$ cat config.mk
export PLATFORM = sky130hd
export DESIGN_NAME = timer_ctrl_flat
export DESIGN_NICKNAME = d
export VERILOG_FILES = /design/src/rtl/timer_ctrl_if.sv /design/src/rtl/timer_ctrl.sv /design/src/flat_wrapper.sv
export SDC_FILE = /design/constraint.sdc
export NUM_CORES = 1
export LEC_CHECK = 0
export BUFFER_PORTS_ARGS = -buffer_cell sky130_fd_sc_hd__buf_2
export CAP_MARGIN = 20
export CORE_AREA = 10 10 47 49
export CTS_CLUSTER_DIAMETER = 40
export DETAILED_ROUTE_END_ITERATION = 16
export DIE_AREA = 0 0 57 59
export SLEW_MARGIN = 10
export SYNTH_ARGS = -nofsm -noshare
export SYNTH_HDL_FRONTEND = slang
export SYNTH_SLANG_ARGS = --single-unit
$ cat constraint.sdc
create_clock -name clk -period 3.1 [get_ports clk]
set_clock_uncertainty 0.15 [all_clocks]
set_input_delay 0.155 -clock clk [delete_from_list [all_inputs] [get_ports clk]]
set_output_delay 0.155 -clock clk [all_outputs]
set_load 0.01 [all_outputs]
$ cat src/rtl/timer_ctrl_if.sv
// Control bus between the timer sequencer and its digit counters.
interface timer_ctrl_if #(
    parameter int NUM_DIGITS = 4
);
    logic                  tick;
    logic                  start;
    logic                  stop;
    logic [NUM_DIGITS-1:0] tc;
    logic [NUM_DIGITS-1:0] digit_en;
    logic                  cnt_clear;
    logic                  running;
    logic                  alarm;
    logic [1:0]            state;

    modport master (
        output tick, start, stop, tc,
        input  digit_en, cnt_clear, running, alarm, state
    );

    modport slave (
        input  tick, start, stop, tc,
        output digit_en, cnt_clear, running, alarm, state
    );
endinterface

$ cat src/rtl/timer_ctrl.sv
// Countdown timer sequencer driving cascaded down-counting digits.
// Define ALARM_TIMEOUT_EN to auto-clear the alarm after ALARM_TICKS ticks.
module timer_ctrl #(
    parameter int NUM_DIGITS  = 4,
    parameter int ALARM_TICKS = 30
) (
    input logic clk,
    input logic reset,
    timer_ctrl_if.slave bus
);
    typedef enum logic [1:0] {
        IDLE  = 2'b00,
        RUN   = 2'b01,
        PAUSE = 2'b10,
        DONE  = 2'b11
    } state_t;

    state_t                st;
    logic                  clr;
    logic                  all_zero;
    logic                  run_tick;
    logic                  done_hit;
    logic                  carry;
    logic [NUM_DIGITS-1:0] en;

    if (ALARM_TICKS < 1 || ALARM_TICKS > 255) begin : g_bad_ticks
        $error("ALARM_TICKS must be within 1..255");
    end

    assign all_zero = &bus.tc;
    assign run_tick = (st == RUN) & bus.tick & ~clr;
    assign done_hit = run_tick & all_zero;

    // Ripple the enable through each digit that is sitting at zero.
    always_comb begin
        en    = '0;
        carry = run_tick & ~all_zero;
        for (int i = 0; i < NUM_DIGITS; i++) begin
            en[i] = carry;
            carry = carry & bus.tc[i];
        end
    end

`ifdef ALARM_TIMEOUT_EN
    localparam logic [7:0] ALARM_LAST = 8'(ALARM_TICKS - 1);
    logic [7:0] acnt;
`endif

    always_ff @(posedge clk) begin
        if (reset) begin
            st  <= IDLE;
            clr <= 1'b0;
`ifdef ALARM_TIMEOUT_EN
            acnt <= 8'd0;
`endif
        end else begin
            clr <= 1'b0;
            unique case (st)
                IDLE: begin
                    if (bus.start && !bus.stop) begin
                        st  <= RUN;
                        clr <= 1'b1;
                    end
                end
                RUN: begin
                    if (bus.stop) begin
                        st <= PAUSE;
                    end else if (done_hit) begin
                        st <= DONE;
`ifdef ALARM_TIMEOUT_EN
                        acnt <= 8'd0;
`endif
                    end
                end
                PAUSE: begin
                    if (bus.stop) begin
                        st <= IDLE;
                    end else if (bus.start) begin
                        st <= RUN;
                    end
                end
                DONE: begin
                    if (bus.start || bus.stop) begin
                        st <= IDLE;
`ifdef ALARM_TIMEOUT_EN
                    end else if (bus.tick) begin
                        acnt <= acnt + 8'd1;
                        if (acnt == ALARM_LAST) begin
                            st <= IDLE;
                        end
`endif
                    end
                end
            endcase
        end
    end

    assign bus.digit_en  = en;
    assign bus.cnt_clear = clr;
    assign bus.running   = (st == RUN);
    assign bus.alarm     = (st == DONE);
    assign bus.state     = st;
endmodule

$ cat src/flat_wrapper.sv
// flat-port wrapper written by rule: the top's interface ports become plain ports
module timer_ctrl_flat 
#(
    parameter int NUM_DIGITS  = 4,
    parameter int ALARM_TICKS = 30
)
  (clk, reset, bus_tick, bus_start, bus_stop, bus_tc, bus_digit_en, bus_cnt_clear, bus_running, bus_alarm, bus_state);
  timer_ctrl_if #(.NUM_DIGITS(NUM_DIGITS)) bus_i ();
  input logic clk;
  input logic reset;
  input wire logic [$bits(bus_i.tick)-1:0] bus_tick;
  input wire logic [$bits(bus_i.start)-1:0] bus_start;
  input wire logic [$bits(bus_i.stop)-1:0] bus_stop;
  input wire logic [$bits(bus_i.tc)-1:0] bus_tc;
  output wire logic [$bits(bus_i.digit_en)-1:0] bus_digit_en;
  output wire logic [$bits(bus_i.cnt_clear)-1:0] bus_cnt_clear;
  output wire logic [$bits(bus_i.running)-1:0] bus_running;
  output wire logic [$bits(bus_i.alarm)-1:0] bus_alarm;
  output wire logic [$bits(bus_i.state)-1:0] bus_state;
  assign bus_i.tick = bus_tick;
  assign bus_i.start = bus_start;
  assign bus_i.stop = bus_stop;
  assign bus_i.tc = bus_tc;
  assign bus_digit_en = bus_i.digit_en;
  assign bus_cnt_clear = bus_i.cnt_clear;
  assign bus_running = bus_i.running;
  assign bus_alarm = bus_i.alarm;
  assign bus_state = bus_i.state;
  timer_ctrl #(.NUM_DIGITS(NUM_DIGITS), .ALARM_TICKS(ALARM_TICKS)) u_core (.clk(clk), .reset(reset), .bus(bus_i));
endmodule
# Word level (Yosys, flattened, before mapping)
# Index checks and enable logic that the tools add are counted.
[word_totals]
register_bits = 3
latch_bits = 0
ram_bits = 0
rom_bits = 0
inputBits = 9
out_inout_bits = 9
wordCells = 34
memories = 0
[classes]
addsub = 0
multipliers = 0
n_div = 0
magnitude_cmp = 0
eq_ne = 7
shifts = 0
muxes = 8
n_bitwise = 10
n_reduce_logical = 7
[ops]
columns = ["op", "n"]
rows = [
  ["$mux 2", 6],
  ["$pmux 2 s4", 1],
  ["$reduce_and 4->1", 2],
  ["$and 1x1->1", 7],
  ["$eq 2x2->1 const B", 2],
  ["$ne 2x1->1 const B", 2],
  ["$ne 3x2->1 const B", 1],
  ["$ne 3x3->1 const B", 1],
  ["$not 1->1", 3],
  ["$eq 2x1->1 const B", 1],
  ["$logic_not 2->1", 1],
  ["$reduce_or 2->1", 1],
  ["$logic_and 1x1->1", 1],
  ["$logic_not 1->1", 1],
  ["$logic_or 1x1->1", 1],
  ["$mux 1", 1],
]

# Longest topological paths before layout
# Gate-level depths: netlist (run 1).
[depth]
depth_word = 7
ltp_mapped = 3
mapped_depth_nobuf = 3

# Worst setup path after synthesis (run 1)
# No wires, ideal clock.
[synth_path]
path_kind = "flip-flop to output port"
startpoint = "register u_core.st[0], in the netlist u_core.bus.state[0]"
endpoint = "output bus_digit_en[3]"
arrival_time_ps = 1006
required_time_ps = 2795
slack_ps = 1789
stages_incl_launch_ff = 4
n_path_buf = 0
path_cell_list = "dfxtp_1 > and4bb_4 > nand3_2 > nor3b_2"
[synth_via]
elab_chain_len = 7
[synth_rtl]
columns = ["element", "line", "rtl"]
rows = [
  ["start, declared", "timer_ctrl.sv:18", "state_t st;"],
  ["start signal, assigned", "timer_ctrl.sv:51", "st <= IDLE;"],
  ["start signal, assigned", "timer_ctrl.sv:61", "st <= RUN;"],
  ["start signal, assigned", "timer_ctrl.sv:67", "st <= PAUSE;"],
  ["$eq 2x1->1", "timer_ctrl.sv:31", "assign run_tick = (st == RUN) & bus.tick & ~clr;"],
  ["$and 1x1->1 (2 in series)", "timer_ctrl.sv:31", ""],
  ["$and 1x1->1", "timer_ctrl.sv:37", "carry = run_tick & ~all_zero;"],
  ["$and 1x1->1 (3 in series)", "timer_ctrl.sv:40", "carry = carry & bus.tc[i];"],
  ["end, declared", "flat_wrapper.sv:15", "output wire logic [$bits(bus_i.digit_en)-1:0] bus_digit_en;"],
]
# Every way passes these cells.

# Worst setup path after layout (run 1)
[layout_path]
startpoint = "register u_core.st[1], in the netlist u_core.bus.state[1]"
endpoint = "output bus_digit_en[3]"
# Same word-level chain as after synthesis.

==> out/metrics.cfg, run 1 <==
[floorplanning]
fp.dieH_um=59
dieArea_sq_um=3360
die_x_um=57
start_util=0.133
ios=18
coreArea_sq_um=1400
num_rows=14

[hold_path]
hold_class=in -> reg

[drt]
top_layer_used=met3
antenna_left=0
vias_per_cell=3.98
vias=243
dr_wl_met3_um=101
drc=0
drt_iter0_markers=5
routed-wl-met2_um=216
dr.pass1.iters=4
m1WireLength_um=349
wirelength_um=666
wl_per_cell_um=10.9

[synth]
synth_area_leaders=dfxtp_1, and4bb_4, a21oi_1
yosysTopAreaCell=dfxtp_1
syn_area_sq_um=186
synthCells=22
yosysTopAreaCellShare=0.322
synth.avg_cell_area_sq_um=8.47
ys_seq_elements=3
synth_cell_type_count=15
syn-num-nets=31
yosysWarnings=0
seq_area_frac_synth=0.322

[cts]
clk_pin_slew_ns=0.04
clockBufferDepth=2
postCtsSetupBuffers=0
cts_resized=0
clock_latency_ns=0.23
clock-sinks=3
h-tree-depth=1
tritoncts=done
cts_buffers=3
root_buffer=clkbuf_4

[pwr]
power_density_nw_per_um2=385
power.leakage_nw=0.171
ir_drop_mv=0.108

[layout]
area_growth_pct=81.2
drive_above_1_share=0.511
final_cell_area_sq_um=338
num_antenna_cells=0
final_nets=55

[place]
portBuffers=17
dp_hpwl_um=549
globalplace.congestion=0.730
place_area_sq_um=292

[sta]
setup_tns_ns=0
fmax_ghz=0.615
whs_ns=0.0858
slew_violations=0
tightest_slew_ns=0.180
rsz0062_at_grt=false
setup_violations=0
relSlewSlack=0.880
finalCritPeriodShare=0.525
hold_violations=0
period_minus_slack_ns=1.63

[setup_path]
worstPathArrival_ns=1.32
endpoint_kind=output port
crit_fanout=6
crit_path_top_delay_cell=and4bb_4
worst-path-buf-inv=1
crit_type=reg -> out
required_ns=2.79
cpLargestDelayFamily=simple AND/OR/NAND/NOR gates
crit_chain=and4bb_4 -> nand3_2 -> nor3b_2 -> buf_2
cpPeakStageDelay_ns=0.34
crit_path_start_kind=flip-flop

[outcome]
status=complete, no violations

[global_routing]
grt.overflow.total=0
grt_pass1_vias=249
antenna_found_initial=0
grt_usage=0.0424
grt_pass1_wl_mm=1.06
grt_max_degree=7

[job]
drv_cap=0

-- final timing paths --
kind                                     from                                to  slack (ns)  cells after the start
min                                  bus_stop  u_core.bus.state[0]$_SDFFE_PP0P_        0.09                      4
max          u_core.bus.state[1]$_SDFFE_PP0P_                   bus_digit_en[3]        1.47                      4
min reg2reg  u_core.bus.state[0]$_SDFFE_PP0P_  u_core.bus.state[0]$_SDFFE_PP0P_        0.45                      2
max reg2reg  u_core.bus.state[1]$_SDFFE_PP0P_  u_core.bus.state[1]$_SDFFE_PP0P_        1.96                      3
-- routing by layer --
layer / track usage / up-vias
li1: - / 127
met1: 0.0489 / 98
met2: 0.0372 / 18
met3: 0.0515 / 0
met4: 0.0302 / 0
met5: 0 / -
-- repair_timing --
item	in CTS	in global routing
setup endpoints to repair	0	0
hold endpoints to repair	2	0
hold buffers	2	0
-- worst min-delay path, delay by kind of cell --
kind                   cells  cell delay [ns]
buffers and inverters      1             0.10
and+or+nand+nor            1             0.05
AOI/OAI and AO/OA          2             0.12
-- final cells by class --
cell class	count	area, sq um
Sequential cell	3	60.1
Fill cell	162	1060
Multi-Input combinational cell	19	126
Tap cell	16	20.0
Timing Repair Buffer	19	105
Clock buffer	4	26.3
-- cell families after synthesis --
logic type      Yosys count  share of synthesized area
compound gates            6                      0.181
flops                     3                      0.322
simple gates             13                      0.497
-- synth_stat cells --
master / n
and4bb_4: 1
a21oi_1: 3
nor3b_2: 1
dfxtp_1: 3
a31oi_1: 1
and3_1: 1
and2b_1: 1
nor2_1: 3
a22oi_1: 1
o21ai_0: 1
nand3_2: 1
and2_1: 1
and4_1: 1
nand2_1: 2
nor2b_1: 1
-- state kept, by name, summed over array words and instances, names as in the netlist --
name / count
u_core.bus.state: 2
u_core.bus.cnt_clear: 1
-- cells in the final DEF (no fill, tap or decap) --
master         netlist  routed
clkbuf_4             0       3
a22oi_1              1       1
clkbuf_1             0       1
nor2_1               3       3
nor2b_1              1       1
a21oi_1              3       3
and2_1               1       1
a31oi_1              1       1
dlygate4sd3_1        0       2
nand3_2              1       1
and3_1               1       1
dfxtp_1              3       3
and4bb_4             1       1
nand2_1              2       2
buf_2                0      17
and2b_1              1       1
o21ai_0              1       1
nor3b_2              1       1
and4_1               1       1
-- per-stage QoR --
step	total power, W	util	cells	worst slack, ns
4_1_cts	0.000134	0.241	61	1.45
5_1_grt	0.000143	0.241	61	1.36
2_1_floorplan	0.0000492	-	22	1.79
3_3_place_gp	0.0000605	0.208	55	1.74
6_report	0.000130	0.241	61	1.47
3_5_place_dp	0.0000607	0.208	55	1.71
-- report_power, final --
group | internal, W | switching, W | total, W | leakage (nW)
clock network | 0.0000482 | 0.0000200 | 0.0000682 | 0.0150
logic | 0.0000108 | 0.00000955 | 0.0000203 | 0.131
registers | 0.0000403 | 0.00000128 | 0.0000416 | 0.0245
(Power assumes the default switching activity.)
==> run 2: changes to the inputs <==
==> constraint.sdc (replaced) <==
create_clock -name clk -period 1.6 [get_ports clk]
set_clock_uncertainty 0.15 [all_clocks]
set_input_delay 0.08 -clock clk [delete_from_list [all_inputs] [get_ports clk]]
set_output_delay 0.08 -clock clk [all_outputs]
set_load 0.01 [all_outputs]
==> run 2 against run 1 <==
  * The flow now finishes with violations (hold timing)
  * Hold slack worse by 0.091 ns
  * Via count rose by 0.41%
  * Core utilization grew 1.1 points
  * Power rose by 94%
  * Combinational power rose by 100%
  * Critical path depth did not move
  * Global-route usage is 0.44 points lower
  * Critical endpoint unchanged
==> out/metrics.cfg, run 2 (synthesis results as in run 1) <==
[outcome]
status=finished, violations left
violations=hold timing

[layout]
area_growth_pct=89.3
mostFrequentLayoutCell=buf_2
most-common-layout-cells=buf_2, a21oi_1, clkbuf_4
nFillCells=161  ; -0.62%
final_nets=56  ; +1.8%
num_antenna_cells=0  ; unchanged
drive_above_1_share=0.587  ; +0.0758
largest_register_ffs=2  ; unchanged
utilization=0.252  ; +0.0107

[cts]
root_buffer=clkbuf_4
clock-sinks=3  ; unchanged
clk_pin_slew_ns=0.04  ; about the same
tritoncts=done
h-tree-depth=1  ; unchanged
clockBufferDepth=2  ; unchanged
clock_latency_ns=0.23  ; about the same
cts_buffers=3  ; unchanged

[setup_path]
required_ns=1.37  ; -1.42 ns
cpPeakStageDelay_ns=0.35  ; about the same
rr_startpoint=u_core.bus.state[1]$_SDFFE_PP0P_
crit_path_start_kind=flip-flop
worst-path-buf-inv=1  ; unchanged
worstPathArrival_ns=1.28  ; -0.04 ns
crit_fanout=4  ; -2
crit_chain=and4bb_4 -> nand3_2 -> nor3b_2 -> buf_2
cpLargestDelayFamily=simple AND/OR/NAND/NOR gates
crit_type=reg -> out
startpoint=u_core.bus.state[1]$_SDFFE_PP0P_
crit_path_top_delay_cell=and4bb_4
endpoint_kind=output port

[floorplanning]
num_rows=14  ; unchanged
coreArea_sq_um=1400  ; unchanged
dieArea_sq_um=3360  ; unchanged
start_util=0.133  ; unchanged
ios=18  ; unchanged
die_x_um=57  ; unchanged
fp.dieH_um=59  ; unchanged

[hold_path]
hold_start=bus_stop
hold_class=in -> reg

[drt]
vias=244  ; +0.41%
wirelength_um=686  ; +3.0%
wl_per_cell_um=11.1  ; +1.3%
dr.pass1.iters=3  ; -1
drt_iter0_markers=3  ; -2
vias_per_cell=3.94  ; -1.2%
antenna_left=0  ; unchanged
drc=0  ; unchanged

[global_routing]
grt_pass1_wl_um=945  ; -10%
grt_max_degree=7  ; unchanged
grt_pass1_vias=241  ; -3.2%
grt_usage=0.0380  ; -0.00436
grt.overflow.total=0  ; unchanged
antenna_found_initial=0  ; unchanged

[pwr]
ir_drop_mv=0.155  ; +44%
power.leakage_nw=0.178  ; +3.9%
power_w=0.000252  ; +94%
power_density_nw_per_um2=716  ; +86%

[place]
globalplace.congestion=0.674  ; -7.6%
portBuffers=17  ; unchanged
place_worst_setup_slack_ns=0.306  ; -1.41 ns
dp_hpwl_um=539  ; -1.9%

[sta]
whs_ns=-0.00549  ; -0.0913 ns
relSlewSlack=0.901  ; +0.0213
hold_violations=1  ; +1
tightest_slew_ns=0.149  ; -0.0319 ns
setup_tns_ns=0  ; unchanged
slew_violations=0  ; unchanged
fmax_ghz=0.663
setup_violations=0  ; unchanged
finalCritPeriodShare=0.943
setup_ws_ns=0.0920  ; -1.38 ns
rsz0062_at_grt=false
period_minus_slack_ns=1.51

[job]
drv_cap=0  ; unchanged

==> run 2: metrics by stage <==
step	cell area, sq um	std cells	hold WS, ns
after global routing	353	62	0.0160
after CTS	348	62	0.0300
after floorplan	186	22	-0.000934
after detailed placement	292	55	0.114
after global placement	292	55	0.113
final	353	62	-0.00549
==> run 2: power breakdown <==
group	internal, W	leakage, nW	switching, W
Sequential	0.0000772	0.0257	0.00000209
Clock	0.0000934	0.0150	0.0000385
Combinational	0.0000218	0.137	0.0000195
==> run 2: per-layer routing <==
layer / share of wire / up-vias / wire (um) / GRT usage
met1: 0.49 / 98 / 333 / 0.0392
met3: 0.19 / 2 / 132 / 0.0494
met5: 0 / - / 0 / 0
met2: 0.31 / 16 / 213 / 0.0310
met4: 0.0087 / 0 / 6 / 0.0403
li1: - / 128 / - / -
==> run 2: timing repair <==
action,4_1_cts,5_1_grt
buffers inserted,0,1
hold endpoints to repair,3,0
hold buffers,3,0
setup endpoints to repair,0,2
resized for setup,0,4
==> run 2: cell type report <==
class,count,area (sq um),share of cell area
Timing Repair Buffer,20,113,0.319
Multi-Input combinational cell,19,129,0.365
Clock buffer,4,26.3,0.0745
Tap cell,16,20.0,0.0567
Sequential cell,3,65.1,0.184
==> run 2: tightest hold or removal path: cells and delay by family <==
kind	cells	cell delay, ns
buf+inv	1	0.11
simple gates	1	0.04
compound gates	2	0.10
==> run 2: worst paths after layout <==
path	endpoint	slack, ns	cells past startpoint
max	bus_digit_en[3]	0.09	4
min	u_core.bus.state[0]$_SDFFE_PP0P_	-0.005	4
max reg2reg	u_core.bus.state[1]$_SDFFE_PP0P_	0.45	4
min reg2reg	u_core.bus.state[0]$_SDFFE_PP0P_	0.41	2
==> run 3: changes to the inputs <==
--- a/config.mk
+++ b/config.mk
@@ -5,6 +5,7 @@
 export SDC_FILE = /design/constraint.sdc
 export NUM_CORES = 1
 export LEC_CHECK = 0
+export ABC_AREA = 1
 export BUFFER_PORTS_ARGS = -buffer_cell sky130_fd_sc_hd__buf_2
 export CAP_MARGIN = 20
 export CORE_AREA = 10 10 47 49
==> run 3 against run 2 <==
  * Critical path type is now in -> reg
  * Flip-flop and latch count unchanged
  * Largest power group is now combinational logic
  * Area after synthesis grew 32%
  * Synthesized cell count up 82%
  * Hold slack better by 0.15 ns
  * The flow now finishes without violations
  * Highest routed layer unchanged
  * Critical endpoint is now u_core.bus.cnt_clear$_SDFF_PP0_
  * Worst setup slack improved by 0.034 ns
  * Non-clock buffer count is 1 lower
  * Critical path depth unchanged
  * Wire length up 13%
  * Power is 76% higher
==> out/metrics.cfg, run 3 <==
[synth]
seq_area_frac_synth=0.245  ; -0.0772
syn_area_sq_um=245  ; +32%
syn-num-nets=49  ; +58%
synth_cell_type_count=14  ; -1
synthCells=40  ; +82%
yosysTopAreaCellShare=0.245  ; -0.0772
yosysMostFrequentCell=nand2_1
synth-edff-count=0  ; unchanged
synth.avg_cell_area_sq_um=6.13  ; -28%
ys_seq_elements=3  ; unchanged
yosysTopAreaCell=dfxtp_1
synth_flop_cell=dfxtp_1
ys_async_sr_fraction=0  ; unchanged
synth_area_leaders=dfxtp_1, nand2_1, inv_1
yosysWarnings=0  ; unchanged
netlist_top_cells_count=nand2_1, inv_1, nor2_1, dfxtp_1

[floorplanning]
fp.dieH_um=59  ; unchanged
dieArea_sq_um=3360  ; unchanged
coreArea_sq_um=1400  ; unchanged
die_x_um=57  ; unchanged
ios=18  ; unchanged
start_util=0.175  ; +0.0420
num_rows=14  ; unchanged

[layout]
most-common-layout-cells=buf_2, nand2_1, inv_1
area_growth_pct=64.8
num_antenna_cells=0  ; unchanged
largest_register_ffs=2  ; unchanged
final_nets=73  ; +30%
mostFrequentLayoutCell=buf_2
drive_above_1_share=0.508  ; -0.0790
utilization=0.288  ; +0.0366

[place]
place_worst_setup_slack_ns=0.260  ; -0.0455 ns
portBuffers=17  ; unchanged
dp_hpwl_um=663  ; +23%
globalplace.congestion=0.769  ; +14%

[global_routing]
grt_usage=0.0514  ; +0.0134
antenna_found_initial=0  ; unchanged
grt_pass1_wl_mm=1.35  ; +43%
grt_max_degree=8  ; +1
grt_pass1_vias=329  ; +37%
grt.overflow.total=0  ; unchanged

[setup_path]
worstPathArrival_ns=1.50  ; +0.22 ns
required_ns=1.62  ; +0.25 ns
crit_path_start_kind=primary input
crit_type=in -> reg
endpoint_kind=flip-flop
crit_fanout=2  ; -2

[cts]
root_buffer=clkbuf_4
clock_latency_ns=0.23  ; about the same
clockBufferDepth=2  ; unchanged
cts_buffers=3  ; unchanged
h-tree-depth=1  ; unchanged
clock-sinks=3  ; unchanged
tritoncts=done
clk_pin_slew_ns=0.04  ; about the same

[job]
drv_cap=0  ; unchanged

[drt]
wirelength_um=778  ; +13%
drc=0  ; unchanged
drt_iter0_markers=6  ; +3
wl_per_cell_um=9.85  ; -11%
antenna_left=0  ; unchanged
vias=308  ; +26%
vias_per_cell=3.90  ; -0.93%
dr.pass1.iters=2  ; -1

[sta]
finalCritPeriodShare=0.921  ; -0.0215
period_minus_slack_ns=1.47  ; -0.0344 ns
fmax_ghz=0.679  ; +2.3%
setup_ws_ns=0.126  ; +0.0344 ns
relSlewSlack=0.838  ; -0.0630
rsz0062_at_grt=true
tightest_slew_ns=0.242  ; +0.0936 ns
setup_violations=0  ; unchanged
slew_violations=0  ; unchanged
hold_violations=0  ; -1

[pwr]
p_sw_w=0.000176  ; +190%
power_frac_seq=0.287  ; -0.027
power_density_nw_per_um2=1100  ; +54%
ir_drop_mv=0.649  ; +320%
power.leakage_nw=0.242  ; +36%
pwr-share-clk=0.290  ; -0.232
swShare=0.396  ; +0.158
comb_power_share=0.423  ; +0.259
internal_power_w=0.000269  ; +40%

[outcome]
status=complete, no violations

[hold_path]
hold_class=in -> reg

[run 3: cell type report]
| type | count | area (sq um) |
|---|---|---|
| tap | 16 | 20.0 |
| inverter | 8 | 30.0 |
| timing repair buffer | 19 | 105 |
| sequential | 3 | 65.1 |
| multi-input combinational | 29 | 158 |
| clock buffer | 4 | 26.3 |
| fill | 169 | 997 |
[run 3: routing by layer]
layer,GRT usage,vias up,wire (um)
met4,0.0201,0,6
met3,0.0536,2,128
met2,0.0651,17,298
met5,0,-,0
met1,0.0547,124,345
li1,-,165,-
[run 3: logic make-up after synthesis]
kind of cell,count (synthesis),share of synthesized area
simple gates,26,0.556
compound gates,3,0.0765
buf+inv,8,0.122
flops,3,0.245
[run 3: path summary, 6_finish.rpt]
kind                            depth (start not counted)  slack [ns]                                to                        startpoint
worst max-delay path                                    4        0.13   u_core.bus.cnt_clear$_SDFF_PP0_                             reset
worst min-delay path                                    6        0.14  u_core.bus.state[1]$_SDFFE_PP0P_                         bus_start
worst max register to register                          2        0.22   u_core.bus.cnt_clear$_SDFF_PP0_  u_core.bus.state[1]$_SDFFE_PP0P_
worst min register to register                          2        0.37  u_core.bus.state[1]$_SDFFE_PP0P_  u_core.bus.state[1]$_SDFFE_PP0P_
[run 3: metrics by stage]
step                      TNS, ns  hold WS, ns  cell area (sq um)  total power, W  instances
after floorplan                 0      0.00708                245        0.000241         40
after detailed placement        0        0.122                350        0.000307         73
final                           0        0.144                404        0.000445         79
after CTS                       0        0.145                397        0.000447         79
after global routing      -0.0130        0.176                404        0.000494         79
after global placement          0        0.124                350        0.000304         73
[run 3: worst max-delay path, stage by stage]
cell	delay, ns
dlygate4sd3_1	0.52
buf_2	0.13
nor4_1	0.20
dlygate4sd3_1	0.57
[run 3: power by group through the flow]
stage | Clock [W] | Sequential, W | Combinational, W
2_1_floorplan | 0 | 0.000127 | 0.000114
3_3_place_gp | 0 | 0.000122 | 0.000183
3_5_place_dp | 0 | 0.000123 | 0.000184
4_1_cts | 0.000136 | 0.000122 | 0.000189
5_1_grt | 0.000146 | 0.000132 | 0.000216
6_report | 0.000129 | 0.000128 | 0.000188
[run 3: what timing repair did]
item                                    CTS  global route
hold buffers                              2             0
gates resized for setup                   0             4
endpoints found under the setup margin    0             2
endpoints found under the hold margin     3             0
buffers inserted                          0             0
